[src/rtl/gf_seq_mult.sv]
// gf_seq_mult: bit-serial GF(2^m) multiplier, MSB-first Horner steps, reduced or raw carry-less product.
module gf_seq_mult #(
    parameter int DATA_WIDTH = 4
) (
    input  logic                    clk,
    input  logic                    rst,
    input  logic                    start,
    input  logic                    mode,
    input  logic [DATA_WIDTH-1:0]   a,
    input  logic [DATA_WIDTH-1:0]   b,
    input  logic [DATA_WIDTH-1:0]   poly,
    output logic                    busy,
    output logic                    done,
    output logic [2*DATA_WIDTH-1:0] out
);
    localparam int W  = DATA_WIDTH;
    localparam int CW = (W > 2) ? $clog2(W) : 1;

    typedef enum logic [1:0] {IDLE, RUN, DONE} state_t;

    state_t          state_q, state_d;
    logic            mode_q, mode_d;
    logic [W-1:0]    a_q, a_d, b_q, b_d, poly_q, poly_d;
    logic [2*W-1:0]  acc_q, acc_d, out_q, out_d;
    logic [CW-1:0]   cnt_q, cnt_d;
    logic            accept;
    logic [W-1:0]    addend;
    logic [2*W-1:0]  raw_t, step;
    logic [W:0]      red_t;

    // b_q is shifted left each step so its MSB is always the current multiplier bit
    assign addend = b_q[W-1] ? a_q : '0;
    assign raw_t  = {acc_q[2*W-2:0], 1'b0} ^ {{W{1'b0}}, addend};
    assign red_t  = {acc_q[W-1:0], 1'b0} ^ {1'b0, addend};
    assign step   = mode_q ? raw_t : {{W{1'b0}}, red_t[W] ? red_t[W-1:0] ^ poly_q : red_t[W-1:0]};
    assign accept = start && (state_q != RUN);

    always_comb begin
        state_d = state_q;
        mode_d  = mode_q;
        a_d     = a_q;
        b_d     = b_q;
        poly_d  = poly_q;
        acc_d   = acc_q;
        cnt_d   = cnt_q;
        out_d   = out_q;
        if (accept) begin
            state_d = RUN;
            mode_d  = mode;
            a_d     = a;
            b_d     = b;
            poly_d  = poly;
            acc_d   = '0;
            cnt_d   = '0;
        end else if (state_q == RUN) begin
            acc_d = step;
            b_d   = {b_q[W-2:0], 1'b0};
            cnt_d = cnt_q + CW'(1);
            if (cnt_q == CW'(W-1)) begin
                state_d = DONE;
                out_d   = step;
            end
        end else if (state_q == DONE) begin
            state_d = IDLE;
        end
    end

    always_ff @(posedge clk) begin
        if (rst) begin
            state_q <= IDLE;
            mode_q  <= 1'b0;
            a_q     <= '0;
            b_q     <= '0;
            poly_q  <= '0;
            acc_q   <= '0;
            cnt_q   <= '0;
            out_q   <= '0;
        end else begin
            state_q <= state_d;
            mode_q  <= mode_d;
            a_q     <= a_d;
            b_q     <= b_d;
            poly_q  <= poly_d;
            acc_q   <= acc_d;
            cnt_q   <= cnt_d;
            out_q   <= out_d;
        end
    end

    assign busy = (state_q == RUN);
    assign done = (state_q == DONE);
    assign out  = out_q;
endmodule

[config.mk]
export PLATFORM = sky130hd
export DESIGN_NAME = gf_seq_mult
export DESIGN_NICKNAME = d
export VERILOG_FILES = /design/src/rtl/gf_seq_mult.sv
export SDC_FILE = /design/constraint.sdc
export NUM_CORES = 1
export LEC_CHECK = 0
export CAP_MARGIN = 20
export CELL_PAD_IN_SITES_DETAIL_PLACEMENT = 0
export CELL_PAD_IN_SITES_GLOBAL_PLACEMENT = 1
export CORE_ASPECT_RATIO = 0.7
export CORE_UTILIZATION = 42
export DETAILED_ROUTE_END_ITERATION = 12
export GPL_ROUTABILITY_DRIVEN = 0
export PLACE_DENSITY = 0.89
export SYNTH_ARGS = -nofsm -noshare
export SYNTH_HDL_FRONTEND = slang
export SYNTH_SLANG_ARGS = --single-unit
[constraint.sdc]
create_clock -name clk -period 2.83 [get_ports clk]
set_input_delay 0.566 -clock clk [delete_from_list [all_inputs] [get_ports clk]]
set_output_delay 0.566 -clock clk [all_outputs]
set_load 0.1 [all_outputs]
==> reports/results.ini, run 1 <==
[clock_tree]
hold_buffers=0
ctsResizeCount=0
cts_inserted_buffers=5
cts_tree=yes
clk_latency_ns=0.29
cts_htree_levels=2
post_cts_buffers=0
cts.sinks=32
clock_path_buffers=2
clk_pin_slew_ns=0.07
cts-root-buf=clkbuf_8

[worst_hold_path]
holdCritPathClass=register to register
holdPathEnd=poly_q[0]
worstHoldStart=poly_q[0]
holdPathStages=2

[grt]
antenna_found_initial=0
grt_usage=0.198
grt_pass1_wl_um=5620
grt_max_degree=27
grt_pass1_vias=1242
gr-total-overflow=0

[setup_path]
r2r-end=b_q[1]
crit_type=register to register
cp-end-kind=register
critPathMaxFanout=26
r2r_cells=5
r2r_start=state_q[1]
cp.arrival_ns=2.28
critical_path_required_ns=3.01
rrSetupSlack_ns=0.73
critPathLaunchType=register

[timing]
max_freq_mhz=477
rsz0062_at_grt=false
hold_viol=0
min_period_over_period=0.741
fin_tns_setup_ns=0
skew_ns=0.00729
relSlewSlack=0.475
maxSlewViolCount=0
min_period_ns=2.10
worstMarginPinSlew_ns=0.787
final-setup-viol-count=0

[layout]
nFillCells=347
fin_cells=254
drive_above_1_share=0.108
layout.core_utilization=0.530
stdcell_area_um2=1880
multi_input_area_um2=821
area_growth_pct=20.5
diodes=0
final_cell_mix=32 x dfxtp_1, 30 x nand2_1, 16 x a21oi_1
nets=223
regArea_um2=641
layout_commonest_cell=dfxtp_1

[route]
met2WireLength_um=1530
drt-total-wl_um=3510
drtIter0Drc=91
wl_met1_um=1780
met3_length_um=138
topRoutingLayerUsed=met4
vias_per_cell=5.24
firstDrtPassIters=4
wl_per_cell_um=13.8
vias=1331
ant_nets=0
drc_errors=0

[yosys]
synthAdderAreaFrac=0.0322
synth_top_family_by_area=simple AND/OR/NAND/NOR gates
synthCells=185
syn_nets=205
syn-cell-area_um2=1560
yosysWarningCount=0
synth_compound_area_frac=0.165
synth_edf_count=0
syn_area_per_cell_um2=8.41
synthXorXnorAreaFrac=0.00563
muxShareOfSynthArea=0.00643
ys_seq_area_frac=0.412
synthSimpleGateAreaFrac=0.318
ys.flop_type=dfxtp_1
synth_cell_types=30
yosys_register_bits=32
synthArstFlopShare=0

[power]
irDropWorstVdd_mv=0.282
power_leakage_uw=0.000704
power.density_nw_per_um2=546
p_total_uw=1020

[die]
initial_core_util=0.440
row_count=18
dieHeight_um=52.9
ios=26
dieArea_um2=3960
dieWidth_um=74.8
core_um2=3540

[placed_design]
hpwl_um=2400
numPortBuffers=25
dp.cells=246
placed_area_um2=1770

[status]
status=finished clean

[run]
drv_cap=0

area by class of cell:
| type | instances | area share |
|---|---|---|
| clock inverters | 2 | 0.0187 |
| repair buffers | 26 | 0.124 |
| flip-flops and latches | 32 | 0.342 |
| multi-input cells | 135 | 0.438 |
| inverters | 3 | 0.00600 |
| clock buffers | 6 | 0.0387 |
| well taps | 50 | 0.0334 |
worst max path at each step:
stage / start / end / cells after the start
floorplan: state_q[1] / b_q[3] / 6
global placement: start / b_q[3] / 4
detailed placement: start / b_q[2] / 4
CTS: state_q[1] / b_q[1] / 5
global route: state_q[1] / b_q[1] / 5
finish: state_q[1] / b_q[1] / 5
stage by stage:
step | hold WS, ns | worst slack (ns)
after floorplan | 0.436 | 0.970
after global placement | 0.450 | 0.694
after detailed placement | 0.457 | 0.588
after CTS | 0.469 | 0.732
after global routing | 0.499 | 0.501
final | 0.465 | 0.732
sequential cells by signal, summed over array words and instances (netlist names):
| register | flops |
|---|---|
| acc_q | 7 |
| b_q | 4 |
| mode_q | 1 |
| poly_q | 4 |
| cnt_q | 2 |
| a_q | 4 |
| out | 8 |
| state_q | 2 |
layer usage:
metal  vias to the layer above  global-route usage
met4                         0              0.0943
met5                         -                   0
met3                         7              0.0552
met2                        23               0.314
met1                       611               0.247
li1                        690                   -
cell usage after synthesis (2+ instances only):
master,number,area share
dfxtp_1,32,0.41
nor3b_1,4,0.019
nand2_1,30,0.072
a31oi_1,3,0.012
a21oi_1,16,0.051
nand3b_1,14,0.068
a311oi_1,4,0.023
and3b_1,7,0.039
a21bo_2,3,0.019
nor2_1,12,0.029
a22oi_1,2,0.0096
nand2b_1,2,0.0080
o211ai_1,6,0.029
nor2b_1,2,0.0080
buf_2,12,0.039
inv_1,3,0.0072
nand3_1,6,0.019
nand4_1,10,0.040
a21boi_0,3,0.014
ha_1,4,0.032
cell families after synthesis:
family,after synthesis
compound gates,39
mux,1
xor+xnor,1
simple gates,90
flops,32
fa+ha+maj,4
buf+inv,18
critical path, cell delays in order, from the launching register on:
cell,delay [ns]
dfxtp_1,0.33
inv_1,0.08
ha_1,0.67
nand2b_1,0.51
nand2_1,0.12
a311oi_1,0.28
report_power, final:
group          total (uW)  internal [uW]  switching (uW)
Clock                 434            261             173
Sequential            485            466            18.3
Combinational         105           45.2            59.9
No activity file was read; power rests on OpenSTA's default activity.
==> inputs of run 2 (changes only) <==
Settings changed: CORE_UTILIZATION 42 to 35, PLACE_DENSITY 0.89 to 0.8.
Clock period 2.83 ns to 1.7 ns, I/O delays scaled along.
==> run 2 against run 1 <==
Sequential power is 66% higher; largest cell class unchanged; sequential cell count stayed put; register-to-register slack worse by 0.55 ns; routed wire length is 11% higher; final cell count is 4.7% higher; first-iteration DRC count is 19% lower; hold slack better by 0.014 ns; largest power group unchanged.
==> reports/results.ini, run 2 (synthesis results as in run 1) <==
[die]
row_count=19
core_um2=4090
dieWidth_um=81.7
ios=26
initial_core_util=0.381
dieHeight_um=57.8
dieArea_um2=4720

[setup_path]
rrSetupSlack_ns=0.18
cp-end-kind=register
critPathLaunchType=register
r2r_cells=5
critPathMaxFanout=8
critical_path_required_ns=1.89
r2r_start=state_q[1]
path_cells=inv_1, ha_1, and2b_1, nand2_1, a311oi_1
r2r-end=b_q[2]
cpPeakStageDelay_ns=0.37
cp-startpoint=state_q[1]
crit_type=register to register
slowest_stage=dfxtp_1
cp.arrival_ns=1.70

[timing]
skew_ns=0.00509
final-setup-viol-count=0
min_period_ns=1.52
rsz0062_at_grt=false
maxSlewViolCount=0
holdWs_ns=0.479
relSlewSlack=0.703
fin_tns_setup_ns=0
worstMarginPinSlew_ns=0.445
max_freq_mhz=659
min_period_over_period=0.892
hold_viol=0

[placed_design]
numPortBuffers=25
dp.cells=258
hpwl_um=2940

[worst_hold_path]
holdPathStages=2
holdCritPathClass=register to register
holdPathEnd=poly_q[0]
worstHoldStart=poly_q[0]

[clock_tree]
cts.sinks=32
cts_tree=yes
clk_pin_slew_ns=0.07
cts_htree_levels=2
post_cts_buffers=0
cts-root-buf=clkbuf_8
clock_path_buffers=2
cts_inserted_buffers=5
clk_latency_ns=0.29

[grt]
grt_max_degree=18
gr-total-overflow=0
grt_pass1_wl_um=6700
grt_pass1_vias=1418
antenna_found_initial=0
grt_usage=0.191

[route]
vias_per_cell=5.35
wl_per_cell_um=14.6
drc_errors=0
drt-total-wl_um=3890
drtIter0Drc=74
vias=1424
ant_nets=0
firstDrtPassIters=5

[run]
drv_cap=0

[layout]
drive_above_1_share=0.164
fin_cells=266
nFillCells=399
final_cell_mix=32 x dfxtp_1, 30 x nand2_1, 16 x a21oi_1
layout_commonest_cell=dfxtp_1
nets=233
largest_reg_flops=8
layout.core_utilization=0.510
area_growth_pct=34.1
diodes=0

[power]
irDropWorstVdd_mv=0.580
power_leakage_uw=0.000780
power.density_nw_per_um2=842

[status]
status=finished clean

run 2: cell types whose count changed in the layout (fill, tap and decap cells not counted), sizes merged:
cell,change
buf,+10
clkbuf,-1
clkinvlp,+1
run 2: layout make-up:
cell class / instances / area [um^2] / share of cell area
inverters: 3 / 11.3 / 0.00540
repair buffers: 36 / 433 / 0.207
well taps: 52 / 65.1 / 0.0312
clock buffers: 5 / 68.8 / 0.0330
multi-input cells: 135 / 826 / 0.396
clock inverters: 3 / 42.5 / 0.0204
flip-flops and latches: 32 / 641 / 0.307
run 2: metrics by stage:
step | worst slack [ns] | cell area (um^2) | power [uW]
floorplan | 0.0881 | 1560 | 944
global placement | 0.0655 | 1970 | 1020
detailed placement | -0.0591 | 1970 | 1030
CTS | 0.147 | 2080 | 1770
global route | 0.0369 | 2090 | 1840
finish | 0.183 | 2090 | 1760
run 2: worst max-delay path, delay by kind of cell (launching register included):
family	cells	cell delay, ns
and+or+nand+nor	2	0.45
DFF	1	0.37
AOI/OAI and AO/OA	1	0.31
adders and majority gates	1	0.21
buffers and inverters	1	0.08
run 2: worst max path at each step:
stage / cells past startpoint / slack (ns) / end
final: 5 / 0.18 / b_q[2]
after global routing: 5 / 0.04 / b_q[2]
after CTS: 6 / 0.15 / b_q[2]
after detailed placement: 4 / -0.06 / b_q[2]
after global placement: 5 / 0.07 / a_q[2]
after floorplan: 5 / 0.09 / state_q[1]
run 2: metal layers:
layer | vias to the layer above | wire length [um] | GRT usage
met3 | 8 | 218 | 0.0583
li1 | 708 | - | -
met1 | 671 | 1740 | 0.241
met5 | - | 0 | 0
met2 | 37 | 1870 | 0.305
met4 | 0 | 65 | 0.0802
run 2: repair_timing:
item,CTS,global route
setup endpoints to repair,0,1
resized for setup,0,1
hold buffers,0,0
run 2: report_power, final:
part | internal (uW) | switching (uW) | total, uW
combinational | 99.5 | 109 | 209
sequential | 776 | 29.7 | 806
clock | 433 | 310 | 743
total | 1310 | 448 | 1760
==> inputs of run 3 (changes only) <==
Settings changed: CORE_UTILIZATION 35 to 39, CTS_CLUSTER_DIAMETER set to 60, PLACE_DENSITY 0.8 to 0.84.
Clock period 1.7 ns to 1.6 ns, I/O delays scaled along.
==> run 3 against run 2 <==
Clock power is 12% lower; utilization rose by 5.7 points; hold slack worse by 0.015 ns; via count decreased by 1.4%; sequential share of layout area grew 0.055 points; final cell count fell by 0.75%; design area shrank 0.18%; worst setup slack lost 0.022 ns; clock skew rose by 0.0017 ns; sequential power up 6.3%; global-route usage decreased by 0.16 points; largest cell class unchanged; largest power group unchanged.
==> reports/results.ini, run 3 (synthesis results as in run 1) <==
[setup_path]
critPathMaxFanout=5
cp.arrival_ns=1.12
worst-path-buf-inv=2
rrSetupSlack_ns=0.19
slowest_stage=dfxtp_1
critical_path_required_ns=1.28
critPathTopFamily=flip-flops
cp-end-kind=output pin
crit_type=register to output pin
path_cells=inv_1, ha_2, buf_12
critPathLaunchType=register
cpPeakStageDelay_ns=0.33

[grt]
gr-total-overflow=0
gr-max-usage-layer=met2
grt_pass1_vias=1281
grt_max_degree=24
use_met3=0.0500
grt_pass1_wl_um=6030
grt_usage=0.190
antenna_found_initial=0
met1_usage=0.254
met2_usage=0.295

[layout]
drive_above_1_share=0.168
area_growth_pct=33.8
diodes=0
final_cell_mix=32 x dfxtp_1, 30 x nand2_1, 16 x a21oi_1
nFillCells=340
largest_reg_flops=8
layout.core_utilization=0.567
nets=233
layout_commonest_cell=dfxtp_1

[timing]
max_freq_mhz=695
relSlewSlack=0.702
worstMarginPinSlew_ns=0.446
skew_ns=0.00683
hold_viol=0
rsz0062_at_grt=false
final-setup-viol-count=0
maxSlewViolCount=0
min_period_ns=1.44
min_period_over_period=0.899

[clock_tree]
cts_tree=yes
cts-root-buf=clkbuf_8
hold_buffers=0
clock_path_buffers=2
cts_inserted_buffers=5
clk_pin_slew_ns=0.07
cts_htree_levels=2
cts.sinks=32
clk_latency_ns=0.28

[die]
dieHeight_um=54.9
initial_core_util=0.424
ios=26
dieArea_um2=4250
row_count=18
core_um2=3670
dieWidth_um=77.5

[route]
drtIter0Drc=111
drt-total-wl_um=3560
vias=1404
wl_per_cell_um=13.5
vias_per_cell=5.32
firstDrtPassIters=4
drc_errors=0
ant_nets=0

[power]
power_leakage_uw=0.000772
p_total_uw=1730
irDropWorstVdd_mv=0.616
power.density_nw_per_um2=832

[worst_hold_path]
holdCritPathClass=register to register

[placed_design]
numPortBuffers=25
hpwl_um=2610

[status]
status=finished clean

[run]
drv_cap=0

run 3: worst paths after layout:
check | startpoint | endpoint | depth (start not counted)
max | state_q[1] | busy | 3
min | a_q[0] | a_q[0] | 2
max reg2reg | state_q[1] | b_q[2] | 5
min reg2reg | a_q[0] | a_q[0] | 2
run 3: per-layer routing:
| layer | wire [um] | up-vias |
|---|---|---|
| li1 | - | 715 |
| met1 | 1820 | 651 |
| met2 | 1540 | 33 |
| met3 | 164 | 5 |
| met4 | 33 | 0 |
| met5 | 0 | - |
run 3: tightest hold or removal path, cell delays in order, from the launching register on:
cell	delay, ns
dfxtp_1	0.31
nand2_1	0.05
a21oi_1	0.06
run 3: through the flow:
step | area (um^2) | worst slack (ns) | hold slack [ns] | TNS, ns | cells
final | 2080 | 0.161 | 0.464 | 0 | 264
after global routing | 2080 | 0.0253 | 0.499 | 0 | 264
after CTS | 2080 | 0.0500 | 0.462 | 0 | 264
after detailed placement | 1990 | -0.0501 | 0.453 | -0.0853 | 256
after global placement | 1990 | 0.0551 | 0.444 | 0 | 256
after floorplan | 1560 | 0.0512 | 0.436 | 0 | 185
run 3: power breakdown:
| part | internal [uW] | leakage (uW) | switching (uW) |
|---|---|---|---|
| clock | 349 | 0.0000445 | 303 |
| sequential | 825 | 0.000260 | 32.3 |
| combinational | 111 | 0.000467 | 113 |
run 3: area by class of cell:
cell class	count	area, um^2	area share
Clock buffer	7	86.3	0.0414
Multi-Input combinational cell	135	830	0.398
Tap cell	50	62.6	0.0300
Inverter	3	11.3	0.00541
Clock inverter	1	7.51	0.00360
Timing Repair Buffer	36	445	0.214
Sequential cell	32	641	0.308
run 3: what timing repair did:
action / CTS / global route
setup endpoints to repair: 0 / 4
buffers inserted: 0 / 0
hold endpoints to repair: 0 / 0
gates resized for setup: 0 / 2
